===== src/rtl/level_debouncer_pkg.sv =====
// rtl/level_debouncer_pkg.sv - shared types and limits for the level debouncer
//
// Purpose: FSM state encoding and synchronizer depth limits shared by the
//          debouncer top and anything else that wants to reason about it.
// Ports:   none (package).

package level_debouncer_pkg;

  // IDLE: synchronized input agrees with the debounced level.
  // QUALIFY: a candidate level change is being timed.
  typedef enum logic {
    IDLE    = 1'b0,
    QUALIFY = 1'b1
  } state_t;

  localparam int SYNC_STAGES_MIN = 2;
  localparam int SYNC_STAGES_MAX = 4;

endpackage


===== src/rtl/bit_synchronizer.sv =====
// rtl/bit_synchronizer.sv - multi-flop single-bit clock domain crossing synchronizer
//
// Purpose: brings an asynchronous single-bit level into the clock domain
//          through a DEPTH-deep flop chain.
// Ports:
//   clock    - destination clock, rising edge
//   reset    - asynchronous, active-high; loads RESET_VALUE into every stage
//   i_async  - asynchronous input level
//   o_sync   - synchronized level (last stage of the chain)

module bit_synchronizer #(
  parameter int   DEPTH       = 2,
  parameter logic RESET_VALUE = 1'b0
) (
  input  logic clock,
  input  logic reset,
  input  logic i_async,
  output logic o_sync
);

  // Keep the chain flops together and away from retiming so the first stage
  // has a full period to resolve metastability.
  (* ASYNC_REG = "TRUE" *) logic [DEPTH-1:0] r_chain;

  always_ff @(posedge clock or posedge reset) begin
    if (reset) begin
      r_chain <= {DEPTH{RESET_VALUE}};
    end else begin
      r_chain <= {r_chain[DEPTH-2:0], i_async};
    end
  end

  assign o_sync = r_chain[DEPTH-1];

endmodule


===== src/rtl/level_debouncer.sv =====
// rtl/level_debouncer.sv - synchronizing level debouncer with glitch reporting
//
// Purpose: synchronizes a bouncing asynchronous level and only accepts a new
//          level once it has been seen for STABLE_CYCLES consecutive edges.
// Ports:
//   clock          - single clock, rising edge
//   reset          - asynchronous, active-high
//   level_async_in - raw, possibly bouncing, asynchronous level
//   level_out      - debounced level, synchronous to clock
//   pending_out    - high while a candidate change is being qualified
//   glitch_out     - one-cycle pulse when a candidate change is rejected

module level_debouncer
  import level_debouncer_pkg::*;
#(
  parameter int   SYNC_STAGES   = 2,
  parameter int   STABLE_CYCLES = 16,
  parameter logic RESET_LEVEL   = 1'b0
) (
  input  logic clock,
  input  logic reset,
  input  logic level_async_in,
  output logic level_out,
  output logic pending_out,
  output logic glitch_out
);

  // Out-of-range depths are clamped into the supported window.
  localparam int DEPTH = (SYNC_STAGES < SYNC_STAGES_MIN) ? SYNC_STAGES_MIN :
                         (SYNC_STAGES > SYNC_STAGES_MAX) ? SYNC_STAGES_MAX :
                         SYNC_STAGES;

  localparam int CNT_W = $clog2(STABLE_CYCLES + 1);

  // Counter value at which the current edge is the STABLE_CYCLES-th
  // consecutive mismatch; the counter therefore never exceeds STABLE_CYCLES-1.
  localparam logic [CNT_W-1:0] LAST_CNT = CNT_W'(STABLE_CYCLES - 1);

  logic             w_sync_level;
  logic             w_mismatch;
  state_t           r_state;
  logic [CNT_W-1:0] r_count;
  logic             r_level;
  logic             r_glitch;

  bit_synchronizer #(
    .DEPTH       (DEPTH),
    .RESET_VALUE (RESET_LEVEL)
  ) u_sync (
    .clock   (clock),
    .reset   (reset),
    .i_async (level_async_in),
    .o_sync  (w_sync_level)
  );

  assign w_mismatch = (w_sync_level != r_level);

  always_ff @(posedge clock or posedge reset) begin
    if (reset) begin
      r_state  <= IDLE;
      r_count  <= '0;
      r_level  <= RESET_LEVEL;
      r_glitch <= 1'b0;
    end else begin
      r_glitch <= 1'b0;
      case (r_state)
        IDLE: begin
          if (w_mismatch) begin
            // A single-cycle qualification accepts immediately.
            if (STABLE_CYCLES == 1) begin
              r_level <= w_sync_level;
            end else begin
              r_state <= QUALIFY;
              r_count <= CNT_W'(1);
            end
          end
        end
        QUALIFY: begin
          if (!w_mismatch) begin
            r_state  <= IDLE;
            r_count  <= '0;
            r_glitch <= 1'b1;
          end else if (r_count == LAST_CNT) begin
            r_level <= w_sync_level;
            r_state <= IDLE;
            r_count <= '0;
          end else begin
            r_count <= r_count + 1'b1;
          end
        end
      endcase
    end
  end

  assign level_out   = r_level;
  assign pending_out = (r_state == QUALIFY);
  assign glitch_out  = r_glitch;

endmodule


===== config.mk =====
export PLATFORM = sky130hd
export DESIGN_NAME = level_debouncer
export DESIGN_NICKNAME = d
export VERILOG_FILES = /design/src/rtl/level_debouncer_pkg.sv /design/src/rtl/bit_synchronizer.sv /design/src/rtl/level_debouncer.sv
export SDC_FILE = /design/constraint.sdc
export NUM_CORES = 1
export LEC_CHECK = 0
export CAP_MARGIN = 20
export CORE_AREA = 10 10 47 49
export DETAILED_ROUTE_END_ITERATION = 6
export DIE_AREA = 0 0 57 59
export GPL_TIMING_DRIVEN = 0
export PLACE_DENSITY_LB_ADDON = 0.25
export SLEW_MARGIN = 25
export SYNTH_ARGS = -nofsm -noshare
export SYNTH_HDL_FRONTEND = slang
export SYNTH_HIERARCHICAL = 1
export SYNTH_SLANG_ARGS = --single-unit

===== constraint.sdc =====
create_clock -name clock -period 2.45 [get_ports clock]
set_clock_uncertainty 0.05 [all_clocks]
set_input_delay 0.245 -clock clock [delete_from_list [all_inputs] [get_ports clock]]
set_output_delay 0.245 -clock clock [all_outputs]
set_load 0.01 [all_outputs]

==> results.md <==
* R2R depth at 4
* Final hold viol count at 0
* Mapped cell area at 454 um2
* Critical R2R Capture: level_out
* Die height at roughly 59 um
* CP max stage cell: clkdlybuf4s50_1
* Async set or reset register ratio after synthesis at 100%
* Final number of max-transition violations at 0
* PnR worst setup slack at approximately 0.86 ns
* Drt pass-1 iters at 4
* Worst hold path type: in2async
* Total CTS buffers at 3
* Hpwl dp at 666 um
* Post-Synthesis Cells at 38
* Critical Path RT at 2.15 ns
* DIE AREA at 3360 um2
* Crit share post-route at 64.9%
* Critical path arrival at 1.29 ns
* Setup Total Neg Slack at 0 ns
* R2r setup slk at 1.01 ns
* Slowest stage delay, CP at 0.58 ns
* Critical-path cell list: clkdlybuf4s50_1
* Fin Hold WS at 0.102 ns
* # hold bufs at CTS at 0
* Initial DRC count at 2
* Vias in the first global route at 374
* Die Span X at between 50 and 60 um
* Crit path kind: reg2out
* TritonCTS clock tree: built
* Dpl cell area at 524 um2
* PwrDens at approximately 650 nW/um2
* Postcts setup bufs at 0
* Syn-to-layout area delta at 23.4%
* Top_reg_cell synth: dfrtp_1
* Synth top area share at between 50% and 60%
* Initial antenna violation count at 0
* Initial Util at 32.4%
* Max_cap viols at 0
* Total power at approximately 0.36 mW
* Final WL at 852 um
* Clk sinks at 10
* Cell with the most instances after synthesis: dfrtp_1
* Ant diodes at 0
* Met3 Usage GRT at 2.58%
* Synth top area cells: dfrtp_1 55%, nand3_1 4.4%, xor2_1 3.9%, o32ai_2 3.6%, xor2_2 3.6%
* Worst vdd ir at 0.291 mV
* Post-synth top area cell: dfrtp_1
* Post-Syn Area per Cell at 12.0 um2
* CP Max Fanout at 4
* Top delay family on crit path: buffers and inverters
* Later-pin clock latency in the skew report at approximately 0.26 ns
* Nets@finish at 52
* PortBufs at 5
* Clk root buf: clkbuf_4
* Worst slew pin tran at 0.348 ns
* Ports at 6
* Clock slew at reported path FFs at roughly 0.070 ns
* CP endpoint kind: primary output
* Largest net degree at the start of global routing at 11
* Setup violations, final at 0
* Syn nets at 42
* RSZ-0062 raised after global routing: no
* CP Buf/Inv Count at 1
* Outcome: completed
* Vias per cell at 5.02
* DP Worst Slack at 1.02 ns
* Top cells by count, synth: 10 x dfrtp_1, 4 x nand2_1, 4 x nand3_1
* Max Fclk at roughly 630 MHz
* GPL Wtd Cong at 0.815
* Total Routing Usage GR at about 5.8%
* Global-route wire length before repair at about 1600 um
* Routed Antenna Nets at 0
* Filler instances at 142
* Wirelength per Cell at 13.5 um
* Synth Register Bits at 10
* Post_cts resized at 0
* Warnings from Yosys at 6
* H-tree depth at 1
* P_leak at between 0.2 and 0.3 nW
* Slew Limit Headroom at 76.7%
* Clk buf depth at 2
* Total core area at 1400 um2
* Fraction of layout cells with a size suffix above 1 at 21.3%
* GRT overflow at 0
* Num rows at 14
* Drt drc at 0
* Sequential element share of the synthesized area at 55.1%
* Number of synthesized flops with an enable pin at 0
* Finished Cell Area at 561 um2
* Via count at roughly 320
* Gr busiest metal: met2
* Crit Reg-Reg Startpoint: r_count[0]
* M1 GR Usage at 5.80%
* Final Critical Period at 1.59 ns
* Met2 usage at between 10% and 20%
* Crit start category: register
* Yosys cell types at 19
[stage by stage]
step / cells / util (%)
after floorplan: 38 / -
after global placement: 59 / 37.4
after detailed placement: 59 / 37.4
after CTS: 63 / 40.0
after global routing: 63 / 40.0
final: 63 / 40.0
[flip-flops by register name (all words and copies together), names as in the netlist]
name	cells
r_count	5
u_sync/r_chain	2
glitch_out	1
level_out	1
pending_out	1
[layer usage]
metal,up-vias,routed length (um)
li1,148,-
met2,6,476
met4,0,0
met3,0,49
met5,-,0
met1,162,326
[logic make-up (layout without fill, tap and decap cells)]
kind of cell               after synthesis  after routing  share of synthesized area [%]
xor gates and xnor gates                 4              4                           9.37
AOI/OAI and AO/OA                        7              7                           12.1
adders and majority gates                1              1                           2.75
muxes                                    1              1                           3.30
and+or+nand+nor                         12             12                           14.6
buffers and inverters                    3             12                           2.75
DFF                                     10             10                           55.1
[report_power, final]
| group | internal [mW] | switching (mW) | total (mW) |
|---|---|---|---|
| registers | 0.174 | 0.00829 | 0.182 |
| clock network | 0.0902 | 0.0571 | 0.147 |
| logic | 0.0168 | 0.0179 | 0.0347 |
| total | 0.281 | 0.0833 | 0.364 |
[final cells by class]
cell class / instances / area, um2 / share of cell area (%)
Multi-Input combinational cell: 25 / 191 / 34.2
Sequential cell: 10 / 250 / 44.6
Buffer: 1 / 5.00 / 0.893
Clock buffer: 4 / 36.3 / 6.47
Tap cell: 16 / 20.0 / 3.57
Inverter: 2 / 7.51 / 1.34
Timing Repair Buffer: 5 / 50.0 / 8.93
[placed cells by master (no fill, tap or decap), types with 2 or more instances in the layout]
cell type / count
dfrtp_1: 10
clkdlybuf4s50_1: 5
nand3_1: 4
nand2_1: 4
clkbuf_4: 3
o21ai_0: 2
o21a_1: 2
inv_1: 2
xor2_1: 2
[worst max-delay path by stage]
stage                    start        end  cells past startpoint
floorplan           r_count[0]  level_out                      4
global placement    r_count[0]  level_out                      4
detailed placement  r_count[0]  level_out                      4
CTS                  level_out  level_out                      1
global route         level_out  level_out                      1
finish               level_out  level_out                      1
Note: power is estimated with default switching activity, not from simulation.
==> patch 1, RTL diff (config.mk and constraints unchanged) <==
`STABLE_CYCLES`: 16 -> 8.
--- a/src/rtl/level_debouncer.sv
+++ b/src/rtl/level_debouncer.sv
@@ -16,3 +16,3 @@
   parameter int   SYNC_STAGES   = 2,
-  parameter int   STABLE_CYCLES = 16,
+  parameter int   STABLE_CYCLES = 8,
   parameter logic RESET_LEVEL   = 1'b0
Behaviour: no difference found for any inputs over 10 cycles, from zero or initial values and one cycle with reset high; that may be too few to reach the edited logic, so the function may still have changed.
==> patch 1 against the unedited design <==
Worst setup slack better by 0.077 ns; critical path depth stayed put; synthesized area is 12% lower; wire length is 19% lower; synthesized cell count is 7.9% lower; final cell count is 4.8% lower; first-iteration DRC count is 100% higher; via count is 10% lower; cell area is 11% lower; sequential cell count is 1 lower; critical path type unchanged.
Power is not compared: it rests on default switching activity, and its combinational part moved more than twofold at a synthesized area within 25%.
==> patch 1: results (changes against the unedited design) <==
Status = complete, no violations
Largest net degree at the start of global routing = 11 (unchanged)
WL/cell = 11.6 µm (-14%)
Initial DRT Pass Iterations = 4 (unchanged)
Post-CTS Setup Inserts = 0 (unchanged)
Final Wtd Congestion = 0.668 (-18%)
Vias in the first global route = 308 (-18%)
Worst Tran Pin Value = 0.413 ns (+0.0649 ns)
GRT Util Overall = 4.96% (-0.87 points)
WP data arrival = 1.22 ns (-0.07 ns)
N_diodes = 0 (unchanged)
Top Family by Delay on Critical Path = buffers and inverters
Ys Warns = 6 (unchanged)
Netlist cell types = 22 (+3)
Layout cells sized above 1 = 15.9% (-5.4 points)
Synth async-reset ratio = 100% (unchanged)
Clk buf depth = 2 (unchanged)
IO Port Bufs = 5 (unchanged)
Sequential area share after synthesis = 56.3% (+1.2 points)
Clk_lat worst skew = 0.26 ns (about the same)
Worst Hold Class = in -> async
CP max-delay cell = clkdlybuf4s50_1
Clock transition at path regs = 0.06 ns
Cts repair resizes = 0 (unchanged)
Htree depth = 1 (unchanged)
Biggest regs = r_count (4), u_sync/r_chain (2)
DR iter-0 viols = 4 (+2)
Root buf cell = clkbuf_4
Syn Nets = 39 (-7.1%)
Crit-path max cell delay = 0.56 ns (-0.02 ns)
Max FO, Critical Path = 3 (-1)
Worst-case reg-to-reg path depth = 4 (unchanged)
TritonCTS buffer count = 3 (unchanged)
Vias per Instance = 4.72 (-6.0%)
Initial antenna violation count = 0 (unchanged)
Prevailing post-synth register cell = dfrtp_1
Area contributors post-synth = dfrtp_1 56%, xnor2_2 4.1%, ha_1 3.1%
Peak supply drop = 0.406 mV
Cell Area, Placed = 470 µm² (-10%)
Commonest cells in the synthesized netlist = 9 x dfrtp_1, 3 x inv_1, 3 x nand2_1
Layout Nets = 49 (-5.8%)
P_leak = 0.232 nW
First-pass GRT wire length = 1.30 mm (-17%)
-- patch 1: metal layers --
layer	track usage [%]	wire length [µm]	share of wire (%)	up-vias
li1	-	-	-	138
met1	4.60	284	41	137
met2	8.37	369	53	8
met3	2.79	40	5.8	0
met4	3.02	0	0	0
met5	0	0	0	-
-- patch 1: report_power, final --
part	internal (W)	switching, W	leakage [nW]
registers	0.000185	0.0000283	0.114
logic	0.0000860	0.0000753	0.101
clock network	0.0000603	0.0000539	0.0177
total	0.000331	0.000158	0.232
-- patch 1: final cells by class --
class                   instances  area (µm²)
plain buffers                   1        3.75
clock buffers                   3        22.5
clock inverters                 1        5.00
fillers                       148         903
inverters                       3        11.3
multi-input cells              22         160
flip-flops and latches          9         225
well taps                      16        20.0
repair buffers                  5        50.0
-- patch 1: stage by stage --
stage / cells / setup slack (ns)
floorplan: 35 / 1.05
global placement: 56 / 1.01
detailed placement: 56 / 0.970
CTS: 60 / 0.911
global route: 60 / 0.871
finish: 60 / 0.938
-- patch 1: final timing paths --
path | startpoint | endpoint | slack [ns]
max in group asynchronous | reset | glitch_out | 1.94
worst max register to register | r_count[0] | r_count[3] | 0.97
worst min-delay path | reset | u_sync/r_chain[0] | 0.11
min in group clock | u_sync/r_chain[0] | u_sync/r_chain[1] | 0.31
worst min register to register | u_sync/r_chain[0] | u_sync/r_chain[1] | 0.31
worst max-delay path | level_out | level_out | 0.94
-- patch 1: cells by family after synthesis --
logic type               Yosys count  synth area share (%)
flip-flops                         9                  56.3
AND/OR/NAND/NOR                   14                  20.6
AO/OA/AOI/OAI                      4                  6.88
multiplexers                       2                  5.31
buffers and inverters              4                  3.75
adder cells (fa/ha/maj)            1                  3.12
XOR/XNOR                           1                  4.06
==> patch 2, RTL diff (config.mk and constraints unchanged) <==
Made on the original files. Register the input `level_async_in` before use, with the module's reset. The logic sees it one clock later.
--- a/src/rtl/level_debouncer.sv
+++ b/src/rtl/level_debouncer.sv
@@ -38,2 +38,12 @@
 
+  logic level_async_q;
+
+  always_ff @(posedge clock or posedge reset) begin
+    if (reset) begin
+      level_async_q <= '0;
+    end else begin
+      level_async_q <= level_async_in;
+    end
+  end
+
   logic             w_sync_level;
@@ -51,3 +61,3 @@
     .reset   (reset),
-    .i_async (level_async_in),
+    .i_async (level_async_q),
     .o_sync  (w_sync_level)
Behaviour: not the same (Yosys sat finds a counterexample within 4 cycles, from zero or initial values and one cycle with reset high).
==> patch 2 against the unedited design <==
Die area is the same; fmax grew 1.0%; power shrank 1.1%; sequential cell count grew 1; worst setup slack gained 0.016 ns; critical path type unchanged; utilization shrank 0.27 points; critical endpoint unchanged; largest cell class unchanged; synthesized cell count is the same; synthesized area grew 1.1%; cell area shrank 0.67%; wire length shrank 0.59%.
==> patch 2: results (changes against the unedited design) <==
P_leak = 0.258 nW (+2.4%)
Hpwl dp = 636 µm (-4.5%)
FFs & Latches = 11 (+1)
Top Family by Delay on Critical Path = buffers and inverters
DR iter-0 viols = 6 (+4)
Final Wtd Congestion = 0.779 (-4.4%)
Multi-input gates = 24 (-4.0%)
Minimum hold slack = 0.0837 ns (-0.0187 ns)
Vias in the first global route = 310 (-17%)
First-pass GRT wire length = 1.41 mm (-11%)
Crit-path max cell delay = 0.58 ns (about the same)
P&R area growth vs syn = 21.3%
Multiplexer area fraction after synthesis = 3.27% (-0.036 points)
Core area = 1400 µm² (unchanged)
Synth async-reset ratio = 100% (unchanged)
Layout cells sized above 1 = 14.9% (-6.4 points)
Status = complete, no violations
Via count = 308 (-2.5%)
IO Port Bufs = 5 (unchanged)
Setup WS pre-CTS = 1.05 ns (+0.0323 ns)
Netlist cell types = 18 (-1)
Clock transition at path regs = 0.07 ns (about the same)
Area share of fa/ha/maj cells after synthesis = 2.72% (-0.030 points)
Initial antenna violation count = 0 (unchanged)
Clock buffers = 3 (-1)
Synth Instances = 38 (unchanged)
GRT Util Overall = 5.96% (+0.14 points)
Root buf cell = clkbuf_4
Clk_lat worst skew = 0.28 ns (+0.02 ns)
Cts repair resizes = 0 (unchanged)
Sequential area share after synthesis = 59.9% (+4.8 points)
Clk cell area share = 4.94% (-1.5 points)
Non-clock buffer share = 9.66% (-0.16 points)
Post-Synth XOR/XNOR Area = 7.63% (-1.7 points)
Worst Tran Pin Value = 0.361 ns (+0.0138 ns)
WL/cell = 13.4 µm (-0.59%)
Syn Nets = 42 (unchanged)
Initial DRT Pass Iterations = 4 (unchanged)
Peak supply drop = 0.256 mV (-12%)
Worst-case reg-to-reg path depth = 4 (unchanged)
N_diodes = 0 (unchanged)
Area contributors post-synth = dfrtp_1 60%, a32o_1 4.4%, xnor2_1 3.8%
CP max-delay cell = clkdlybuf4s50_1
Htree depth = 1 (unchanged)
Fraction of area in multi-input gates = 31.0% (-3.1 points)
Commonest cells in the synthesized netlist = 11 x dfrtp_1, 3 x nand3_1
Post-synthesis compound-gate area fraction = 10.4% (-1.8 points)
Fill cell count = 149 (+4.9%)
Biggest regs = r_count (5), u_sync/r_chain (2)
Storage element area = 275 µm² (+10%)
Cell Area, Placed = 529 µm² (+0.95%)
Non-clock buffer count = 6 (unchanged)
-- patch 2: metal layers --
layer / global-route usage [%] / up-vias / routed length (µm)
li1: - / 148 / -
met1: 5.45 / 151 / 345
met2: 8.53 / 6 / 427
met3: 4.08 / 3 / 46
met4: 6.04 / 0 / 28
met5: 0 / - / 0
-- patch 2: worst max-delay path by stage --
stage,from,to,slack (ns),cells after the start
after global placement,r_count[0],level_out,1.05,4
after CTS,level_out,level_out,0.85,1
after global routing,level_out,level_out,0.82,1
after floorplan,r_count[0],level_out,1.10,4
final,level_out,level_out,0.88,1
after detailed placement,r_count[0],level_out,1.05,4
-- patch 2: report_power, final --
part	total (W)	internal [W]	switching, W
sequential	0.000200	0.000191	0.00000831
clock	0.000129	0.0000607	0.0000680
combinational	0.0000323	0.0000155	0.0000167
total	0.000360	0.000267	0.0000930
